===== config.mk =====
export PLATFORM = sky130hd
export DESIGN_NAME = req_stream_packer
export DESIGN_NICKNAME = d
export VERILOG_FILES = /design/src/rtl/req_stream_packer.sv
export SDC_FILE = /design/constraint.sdc
export NUM_CORES = 1
export LEC_CHECK = 0
export ABC_AREA = 1
export CORE_UTILIZATION = 45
export CTS_BUF_LIST = sky130_fd_sc_hd__clkbuf_16
export CTS_CLUSTER_DIAMETER = 150
export CTS_CLUSTER_SIZE = 16
export DETAILED_ROUTE_END_ITERATION = 8
export HOLD_SLACK_MARGIN = 0.1
export PLACE_DENSITY = 0.64
export RECOVER_POWER = 25
export SYNTH_ARGS = -nofsm -noshare
export SYNTH_HDL_FRONTEND = slang
export SYNTH_SLANG_ARGS = --single-unit

===== constraint.sdc =====
create_clock -name clk -period 5.4 [get_ports clk]
set_input_delay 1.08 -clock clk [delete_from_list [all_inputs] [get_ports clk]]
set_output_delay 1.08 -clock clk [all_outputs]
set_load 0.02 [all_outputs]

===== src/rtl/req_stream_packer.sv =====
// Queues write commands and serialises each into a two-beat stream packet (addr beat, then data beat).
// A command reaches the address beat one cycle after its push edge; stream backpressure fills the FIFO and then drops cmd_ready_o.
module req_stream_packer #(
  parameter int DEPTH = 4,
  parameter int CNT_W = 16
) (
  input  logic                     clk,
  input  logic                     reset,
  input  logic                     cmd_valid_i,
  input  logic [2:0]               cmd_id_i,
  input  logic [15:0]              cmd_addr_i,
  input  logic [15:0]              cmd_data_i,
  output logic                     cmd_ready_o,
  output logic                     req_tvalid_o,
  output logic [2:0]               req_tid_o,
  output logic [15:0]              req_tdata_o,
  output logic                     req_tlast_o,
  input  logic                     req_tready_i,
  output logic [$clog2(DEPTH):0]   level_o,
  output logic [CNT_W-1:0]         sent_cnt_o
);

  localparam int PTR_W = $clog2(DEPTH);
  localparam int LVL_W = PTR_W + 1;
  localparam logic [LVL_W-1:0] DEPTH_L = LVL_W'(DEPTH);

  typedef struct packed {
    logic [2:0]  id;
    logic [15:0] addr;
    logic [15:0] data;
  } cmd_t;

  typedef enum logic [1:0] {
    S_IDLE = 2'd0,
    S_ADDR = 2'd1,
    S_DATA = 2'd2
  } state_t;

  cmd_t             mem_q [DEPTH];
  logic [PTR_W-1:0] wr_ptr_q, rd_ptr_q;
  logic [LVL_W-1:0] level_q;
  cmd_t             hold_q;
  state_t           state_q, state_d;
  logic [CNT_W-1:0] sent_q;

  logic push, pop, fifo_empty, cnt_inc;

  // Ready looks at occupancy only, so a full FIFO never accepts even when a pop coincides.
  assign cmd_ready_o = (level_q < DEPTH_L);
  assign push        = cmd_valid_i && cmd_ready_o;
  assign fifo_empty  = (level_q == '0);
  assign level_o     = level_q;
  assign sent_cnt_o  = sent_q;

  always_comb begin
    state_d      = state_q;
    pop          = 1'b0;
    cnt_inc      = 1'b0;
    req_tvalid_o = 1'b0;
    req_tid_o    = '0;
    req_tdata_o  = '0;
    req_tlast_o  = 1'b0;
    case (state_q)
      S_IDLE: begin
        if (!fifo_empty) begin
          pop     = 1'b1;
          state_d = S_ADDR;
        end
      end
      S_ADDR: begin
        req_tvalid_o = 1'b1;
        req_tid_o    = hold_q.id;
        req_tdata_o  = hold_q.addr;
        if (req_tready_i) state_d = S_DATA;
      end
      S_DATA: begin
        req_tvalid_o = 1'b1;
        req_tid_o    = hold_q.id;
        req_tdata_o  = hold_q.data;
        req_tlast_o  = 1'b1;
        if (req_tready_i) begin
          cnt_inc = 1'b1;
          // Reloading here keeps packets back to back with no idle cycle.
          if (!fifo_empty) begin
            pop     = 1'b1;
            state_d = S_ADDR;
          end else begin
            state_d = S_IDLE;
          end
        end
      end
      default: state_d = S_IDLE;
    endcase
  end

  always_ff @(posedge clk or posedge reset) begin
    if (reset) begin
      state_q  <= S_IDLE;
      wr_ptr_q <= '0;
      rd_ptr_q <= '0;
      level_q  <= '0;
      hold_q   <= '0;
      sent_q   <= '0;
    end else begin
      state_q <= state_d;
      if (push) wr_ptr_q <= wr_ptr_q + PTR_W'(1);
      if (pop) begin
        rd_ptr_q <= rd_ptr_q + PTR_W'(1);
        hold_q   <= mem_q[rd_ptr_q];
      end
      if (push && !pop)      level_q <= level_q + LVL_W'(1);
      else if (!push && pop) level_q <= level_q - LVL_W'(1);
      if (cnt_inc) sent_q <= sent_q + CNT_W'(1);
    end
  end

  always_ff @(posedge clk) begin
    if (push) mem_q[wr_ptr_q] <= '{id: cmd_id_i, addr: cmd_addr_i, data: cmd_data_i};
  end

endmodule


Word level (Yosys, flattened, before mapping)
Memory sizes are Yosys's and may differ from the RTL's. A register that Yosys moved wholly into a read port is not among the register bits.
Cells that the tools add are included.
{"block": "op_classes", "mux": 18, "n_addsub": 5, "reduce_logical": 10, "order_cmp": 1, "eq_ne": 5}
{"op": "16-bit one-hot mux with 2 select lines", "n": 1}
{"op": "16-bit by 1-bit adder with 16-bit output, second input constant", "n": 1}
{"op": "1-bit two-way mux", "n": 9}
{"op": "3-bit two-way mux", "n": 3}
{"op": "2-bit two-way mux", "n": 3}
{"op": "2-bit inequality test, second input constant", "n": 3}
{"op": "2-bit one-hot mux with 3 select lines", "n": 1}
{"op": "2-bit by 1-bit adder with 2-bit output, second input constant", "n": 2}
{"op": "3-bit by 1-bit adder with 3-bit output, second input constant", "n": 1}
{"op": "1-bit logical AND", "n": 3}
{"op": "3-bit zero test", "n": 1}
{"op": "3-bit less-than comparator, second input constant", "n": 1}
{"op": "3-bit AND reduction", "n": 1}
{"op": "3-bit by 1-bit subtractor with 3-bit output, second input constant", "n": 1}
{"op": "2-bit by 1-bit == test with 1-bit output, second input constant", "n": 1}
{"op": "2-bit == test, second input constant", "n": 1}
{"op": "1-bit zero test", "n": 2}
{"op": "2-bit zero test", "n": 1}
{"op": "1-bit one-hot mux with 2 select lines", "n": 1}
{"op": "2-bit nonzero test", "n": 1}
{"op": "2-bit OR reduction", "n": 1}
{"block": "totals", "n_memories": 1, "ramBits": 140, "inputBits": 39, "ff_bits": 25}
{"name": "mem_q", "depth": 4, "word_bits": 35, "rd": 1, "rd_clocked_by_memory_dff": 1, "write_ports": 1, "line_no": "39", "text": "cmd_t mem_q [DEPTH];"}

Logic depth before layout (Yosys ltp)
Gate-level depths: netlist (run 1).
{"block": "depth", "ltp_word": 7, "depth_mapped": 15}

Worst setup path after synthesis (run 1)
Ideal clock, no wire load.
{"block": "synth_timing", "path_kind": "input to register", "startpoint": "in cmd_valid_i", "endpoint": "mem mem_q[0][0] (netlist name) (enable)", "setup_slack_ps": 2261, "arrival_time_ps": 2711, "setup_time_ps": 427, "stages": 2, "cell_sequence": "nand2_1 > nor2_1"}
{"block": "synth_via", "elab_chain_cells": 3}
{"item": "start: declaration", "line_no": "9", "text": "input logic cmd_valid_i,"}
{"item": "1-bit logical AND", "line_no": "50", "text": "assign push = cmd_valid_i && cmd_ready_o;"}
{"item": "1-bit two-way mux", "line_no": "118", "text": "if (push) mem_q[wr_ptr_q] <= '{id: cmd_id_i, addr: cmd_addr_i, data: cmd_data_i};"}
{"item": "1-bit two-way mux (implied by the code)", "line_no": "118"}
{"item": "end: declaration", "line_no": "39"}
No other way between the ends.

Worst setup path in the final report (run 1)
{"block": "layout_timing", "startpoint": "reg state_q[0]", "endpoint": "out req_tdata_o[9]"}
{"block": "layout_via", "elab_chain_cells": 2}
{"item": "start: declaration", "line_no": "43", "text": "state_t state_q, state_d;"}
{"item": "start signal: assignment", "line_no": "105", "text": "state_q <= state_d;"}
{"item": "2-bit == test or 2-bit by 1-bit == test with 1-bit output (tied branches)", "line_no": "63", "text": "case (state_q)"}
{"item": "16-bit one-hot mux with 2 select lines (*)", "line_no": "63"}
{"item": "end: declaration", "line_no": "16", "text": "output logic [15:0] req_tdata_o,"}
Every way passes the cells marked *; elsewhere a longest branch is shown, timed or not.

==> results.md, run 1 <==
- Hpwl dp: 10200 um
- Post-synth top cells: 194 x nand2_1, 140 x edfxtp_1, 121 x nor2_1
- Top achievable clock speed: 256 MHz
- EDFF count, synth: 140
- VDD IR max: 0.414 mV
- Power per cell area: 550 mW/mm^2
- DR vias: 5442
- Clk Latency, worst-skew pair: 0.44 ns
- Critical path class: reg -> out
- Crit path time final: 3.91 ns
- Pin count of the biggest net entering global routing: about 70
- Yosys warns: 0
- Post-CTS sizing: 0
- Syn_area_per_cell: 11.2 um^2
- Overall global routing resource usage: 0.200
- Mapped cell area: between 0.008 and 0.009 mm^2
- Status: finished clean
- DRT Pass-1 Iters: 6
- Setup TNS: 0 ns
- Leakage dissipation: between 3 and 4 nW
- Placed cells: a little over 1000
- Final RePlAce weighted congestion: 0.838
- Drt first-iter violations: roughly 340
- Synth area leaders: edfxtp_1 51%, dfrtp_1 18%, nand2_1 8.9%, nor2_1 5.5%, o21ai_0 3.8%
- Postcts setup bufs: 0
- Share of cells above drive strength 1: 0.0646
- Clock sink count: 200
- Slew @ Worst Pin: 0.918 ns
- Post-synthesis sequential area ratio: 0.696
- CTS Hold Bufs: 0
- Routed via count divided by cell count: 5.19
- GRT overflow: 0
- Clk_skew: 0.00944 ns
- Clock-pin slew on the worst setup and hold paths: 0.07 ns
- Final ANT Viol Nets: 0
- Async SR Flop Fraction: 0.300
- CTS tree: built
- Worst setup startpoint: state_q[0]
- R2r endpoint: level_o[1]
- DRC viols: 0
- Starting Density: 0.458
- Chip height: roughly 140 um
- Reg2Reg Setup Slack: 2.41 ns
- Total Power: ~5.3 mW
- Die area: around 0.019 mm^2
- Worst reg2reg startpoint: state_q[0]
- Max Buffers Root-to-Sink: 2
- Worst setup EP type: output pin
- Drt total wl: 17200 um
- Critical Path Start Type: flip-flop
- Tcrit/Tclk final: 0.723
- Max_cap viols: 0
- Synth top area share: 0.513
- I/O pin count: 80
- First-pass GRT wire length: 27800 um
- Layout area overhead: 18.5%
- Crit path to: req_tdata_o[9]
- Vias in the first global route: between 5000 and 6000
- Initial antenna violation count: 0
- Worst EP arrival: roughly 2.8 ns
- Worst hold slack: 0.482 ns
- Distinct cells, synth: 29
- Req. time, crit path: 4.32 ns
- Area of the core: 0.0179 mm^2
- PortBufs: 79
- Drt wl/cell: roughly 16 um
- Fin area: about 0.01 mm^2
- Worst hold path type: reg -> reg
- Unrepaired setup endpoints after global routing: false
- Mapped Nets: 786
- Worst slew margin relative to its limit: 0.387
- Yosys reg bits: 200
- Most frequent cell after synthesis: nand2_1
- Reg2Reg Depth: 10
- Die Wd: between 100 and 150 um
- Clock root buffer: clkbuf_16
- Largest area contributor in the netlist: edfxtp_1
- Row count: 49
- Final slew viol count: 0
- Post-synthesis cell count: 735
- Endpoints failing hold: 0
- TritonCTS Buffers: 17
- CP max FO: 20
- H-tree depth: 4
- N_diodes: 0
- Final cell count without fillers: 1049
- Fin nets: 858
- Setup Viol. Count Final: 0
- Placed Area: about 0.0092 mm^2
- Predominant post-synthesis flop cell: edfxtp_1
power by group:
part	internal (mW)	switching (mW)	total [mW]	leakage, nW
clock network	0.602	0.585	1.19	0.272
logic	0.671	1.32	1.99	1.48
registers	2.00	0.163	2.17	2.02
total	3.27	2.07	5.34	3.78
how the worst min path moves through the flow:
stage                     slack (ns)       start  cells after the start         end
final                           0.48  hold_q[34]                      2  hold_q[34]
after global routing            0.51   hold_q[6]                      2   hold_q[6]
after CTS                       0.49  hold_q[34]                      2  hold_q[34]
after detailed placement        0.47  hold_q[34]                      2  hold_q[34]
after global placement          0.47  hold_q[29]                      2  hold_q[29]
after floorplan                 0.45   hold_q[0]                      2   hold_q[0]
sequential cells by signal, summed over array words and instances, names as in the netlist:
name	cells
rd_ptr_q	2
state_q	2
hold_q	35
sent_cnt_o	16
wr_ptr_q	2
mem_q	140
level_o	3
logic make-up (layout without fill, tap and decap cells):
logic type | Yosys count | in the layout | synth area share
xor gates and xnor gates | 12 | 12 | 0.0128
adders and majority gates | 12 | 12 | 0.0192
buffers and inverters | 66 | 151 | 0.0394
AOI/OAI and AO/OA | 116 | 116 | 0.0764
muxes | 1 | 1 | 0.00137
and+or+nand+nor | 328 | 328 | 0.155
DFF | 200 | 200 | 0.696
stage by stage:
step | setup slack (ns) | util
final | 1.49 | 0.543
after global routing | 1.38 | 0.543
after CTS | 1.55 | 0.543
after detailed placement | 1.99 | 0.512
after global placement | 2.04 | 0.512
after floorplan | 2.26 | -
per-layer routing:
| metal | track usage | vias to the layer above | wire (um) |
|---|---|---|---|
| met5 | 0 | - | 0 |
| met4 | 0.0507 | 0 | 167 |
| met1 | 0.262 | 2662 | 7780 |
| met2 | 0.336 | 151 | 8380 |
| met3 | 0.0441 | 13 | 867 |
| li1 | - | 2616 | - |
cell type report:
cell class                      count  area, um^2
Multi-Input combinational cell    469        2200
Timing Repair Buffer               87         851
Sequential cell                   200        5710
Clock inverter                     15         118
Fill cell                        1519        8190
Clock buffer                       17         425
Inverter                           32         125
Tap cell                          229         287
cell usage in the layout (no fill, tap or decap), drive strengths merged:
cell type,netlist,layout
clkdlybuf4s50,0,49
ha,11,11
a21oi,17,17
dfrtp,60,60
buf,21,8
o22ai,21,21
xor2,6,6
nor3,2,2
edfxtp,140,140
o2111ai,1,1
clkinvlp,0,1
nor2,122,122
xnor2,6,6
o21bai,2,2
inv,30,38
nand4,2,2
dlygate4sd3,0,30
clkbuf,13,17
clkinv,2,8
nand3b,3,3
nand3,4,4
o21ai,75,75
fa,1,1
mux2,1,1
nand2,195,195
critical path, stage by stage (launching register included):
cell and delay (ns):
dfrtp_1 0.44, inv_1 0.11, ha_1 0.76, nand2_1 0.15, a21oi_1 0.27, clkdlybuf4s50_1 0.67
(Power assumes the default switching activity.)
==> run 2: changes to the inputs <==
--- a/config.mk
+++ b/config.mk
@@ -12,7 +12,7 @@
 export CTS_CLUSTER_SIZE = 16
 export DETAILED_ROUTE_END_ITERATION = 8
 export HOLD_SLACK_MARGIN = 0.1
-export PLACE_DENSITY = 0.64
+export PLACE_DENSITY = 0.67
 export RECOVER_POWER = 25
 export SYNTH_ARGS = -nofsm -noshare
 export SYNTH_HDL_FRONTEND = slang
==> constraint.sdc (replaced) <==
create_clock -name clk -period 3.57 [get_ports clk]
set_input_delay 0.714 -clock clk [delete_from_list [all_inputs] [get_ports clk]]
set_output_delay 0.714 -clock clk [all_outputs]
set_load 0.02 [all_outputs]
==> results.md, run 2 (same netlist as run 1, synthesis figures left out) <==
- Routing usage on met2: 0.311
- Max_cap viols: 0
- Status: finished clean
- Chip height: 137 um
- Share of cells above drive strength 1: 0.0621
- Endpoints failing hold: 0
- Clk Latency, worst-skew pair: about 0.43 ns
- Crit path time final: approximately 3.4 ns
- Met3 Use GR: 0.0448
- Drt total wl: roughly 16000 um
- Die area: ~0.019 mm^2
- CTS tree: built
- First-pass GRT wire length: 26100 um
- Critical-path top delay cell: clkdlybuf4s50_1
- Starting Density: 0.458
- Crit-path cells: inv_1, ha_1, nand2_1, a21oi_1, clkdlybuf4s50_1
- Top achievable clock speed: 297 MHz
- Critical path's top delay family: buffers and inverters
- Pin count of the biggest net entering global routing: between 70 and 80
- Clock sink count: 200
- Setup Viol. Count Final: 0
- DRT Pass-1 Iters: 5
- Critical Path Max Stage Delay: 0.66 ns
- Worst setup EP type: output pin
- Reg2Reg Depth: 10
- Setup TNS: 0 ns
- Hpwl dp: about 9300 um
- H-tree depth: 4
- Core Util, Final: 0.549
- Worst reg2reg startpoint: state_q[0]
- Fin nets: 859
- Layout area overhead: 19.7%
- Worst Hold Launch: hold_q[25]
- Tcrit/Tclk final: 0.943
- GRT overflow: 0
- Worst hold slack: 0.483 ns
- Clk_skew: 0.00728 ns
- Most common cell after layout, fill and taps aside: nand2_1
- Power per cell area: 846 mW/mm^2
- Leakage dissipation: 3.82 nW
- DRC viols: 0
- Final WS setup: 0.203 ns
- Biggest register: mem_q
- Worst hold path type: reg -> reg
- Post-CTS sizing: 0
- Die Wd: 137 um
- Setup Slack @ Placement: between 0.6 and 0.7 ns
- Clock-pin slew on the worst setup and hold paths: 0.07 ns
- Worst EP arrival: ~2.7 ns
- PortBufs: just under 80
- Overall global routing resource usage: 0.188
- Postcts setup bufs: 0
- Hold Path Depth: 2
- CTS Hold Bufs: 0
- Final slew viol count: 0
- Worst path depth: 5
- Initial antenna violation count: 2
- Unrepaired setup endpoints after global routing: false
- Row count: 49
- Final ANT Viol Nets: 0
- TritonCTS Buffers: 17
- Hold path endpoint: hold_q[25]
- Max Buffers Root-to-Sink: 2
- Most frequent cells in the layout: 194 x nand2_1, 140 x edfxtp_1, 117 x nor2_1
- Drt wl/cell: 15.6 um
- Clock root buffer: clkbuf_16
- Reg2Reg Setup Slack: 0.94 ns
- Req. time, crit path: 2.86 ns
- Routed via count divided by cell count: 5.06
- Critical Path Start Type: flip-flop
- Slew @ Worst Pin: 0.903 ns
- Worst slew margin relative to its limit: 0.398
- I/O pin count: 80
- Area of the core: 0.0179 mm^2
- DR vias: 5327
- CP bufs+invs: 2
- R2r endpoint: hold_q[16]
- Final RePlAce weighted congestion: 0.794
- Most used routing layer in global routing: met2
- Vias in the first global route: 5133
- M1 GR Usage: 0.244
- VDD IR max: 0.676 mV
- Flip-flop count of the largest register after layout: 140
- CP max FO: 17
- Critical path class: reg -> out
- Drt first-iter violations: roughly 410
==> run 2: metrics by stage <==
stage | instance area (um^2) | std cells | power (mW)
floorplan | 8200 | 735 | 5.42
global placement | 9180 | 1018 | 6.28
detailed placement | 9180 | 1018 | 6.33
CTS | 9820 | 1050 | 8.39
global route | 9820 | 1050 | 8.85
finish | 9820 | 1052 | 8.31
==> run 2: worst register-to-register path, delay by kind of cell, from the launching register on <==
kind            cells  cell delay, ns
buf+inv             5            1.28
fa+ha+maj           1            0.48
flops               1            0.43
simple gates        3            0.30
compound gates      1            0.06
==> run 2: area by class of cell <==
class | instances | area, um^2
inverter | 32 | 125
clock inverter | 15 | 210
timing repair buffer | 88 | 858
tap | 229 | 287
clock buffer | 17 | 425
antenna | 2 | 5.00
sequential | 200 | 5710
multi-input combinational | 469 | 2200
fill | 1518 | 8080
==> run 2: worst max-delay path by stage <==
stage / start / end
after global routing: state_q[1] / req_tdata_o[5]
after global placement: state_q[1] / req_tdata_o[7]
final: state_q[1] / req_tdata_o[5]
after detailed placement: state_q[1] / req_tdata_o[7]
after floorplan: level_o[2] / mem_q[0][0]
after CTS: state_q[1] / req_tdata_o[7]
==> run 2: power breakdown <==
part	switching (mW)	internal [mW]	total (mW)
Clock	0.807	1.23	2.04
Combinational	1.98	1.02	3.00
Sequential	0.236	3.03	3.27
Total	3.03	5.28	8.31
==> run 2: routing by layer <==
metal / part of all wire / vias up
li1: - / 2615
met1: 0.46 / 2554
met2: 0.48 / 142
met3: 0.054 / 16
met4: 0.0092 / 0
met5: 0 / -
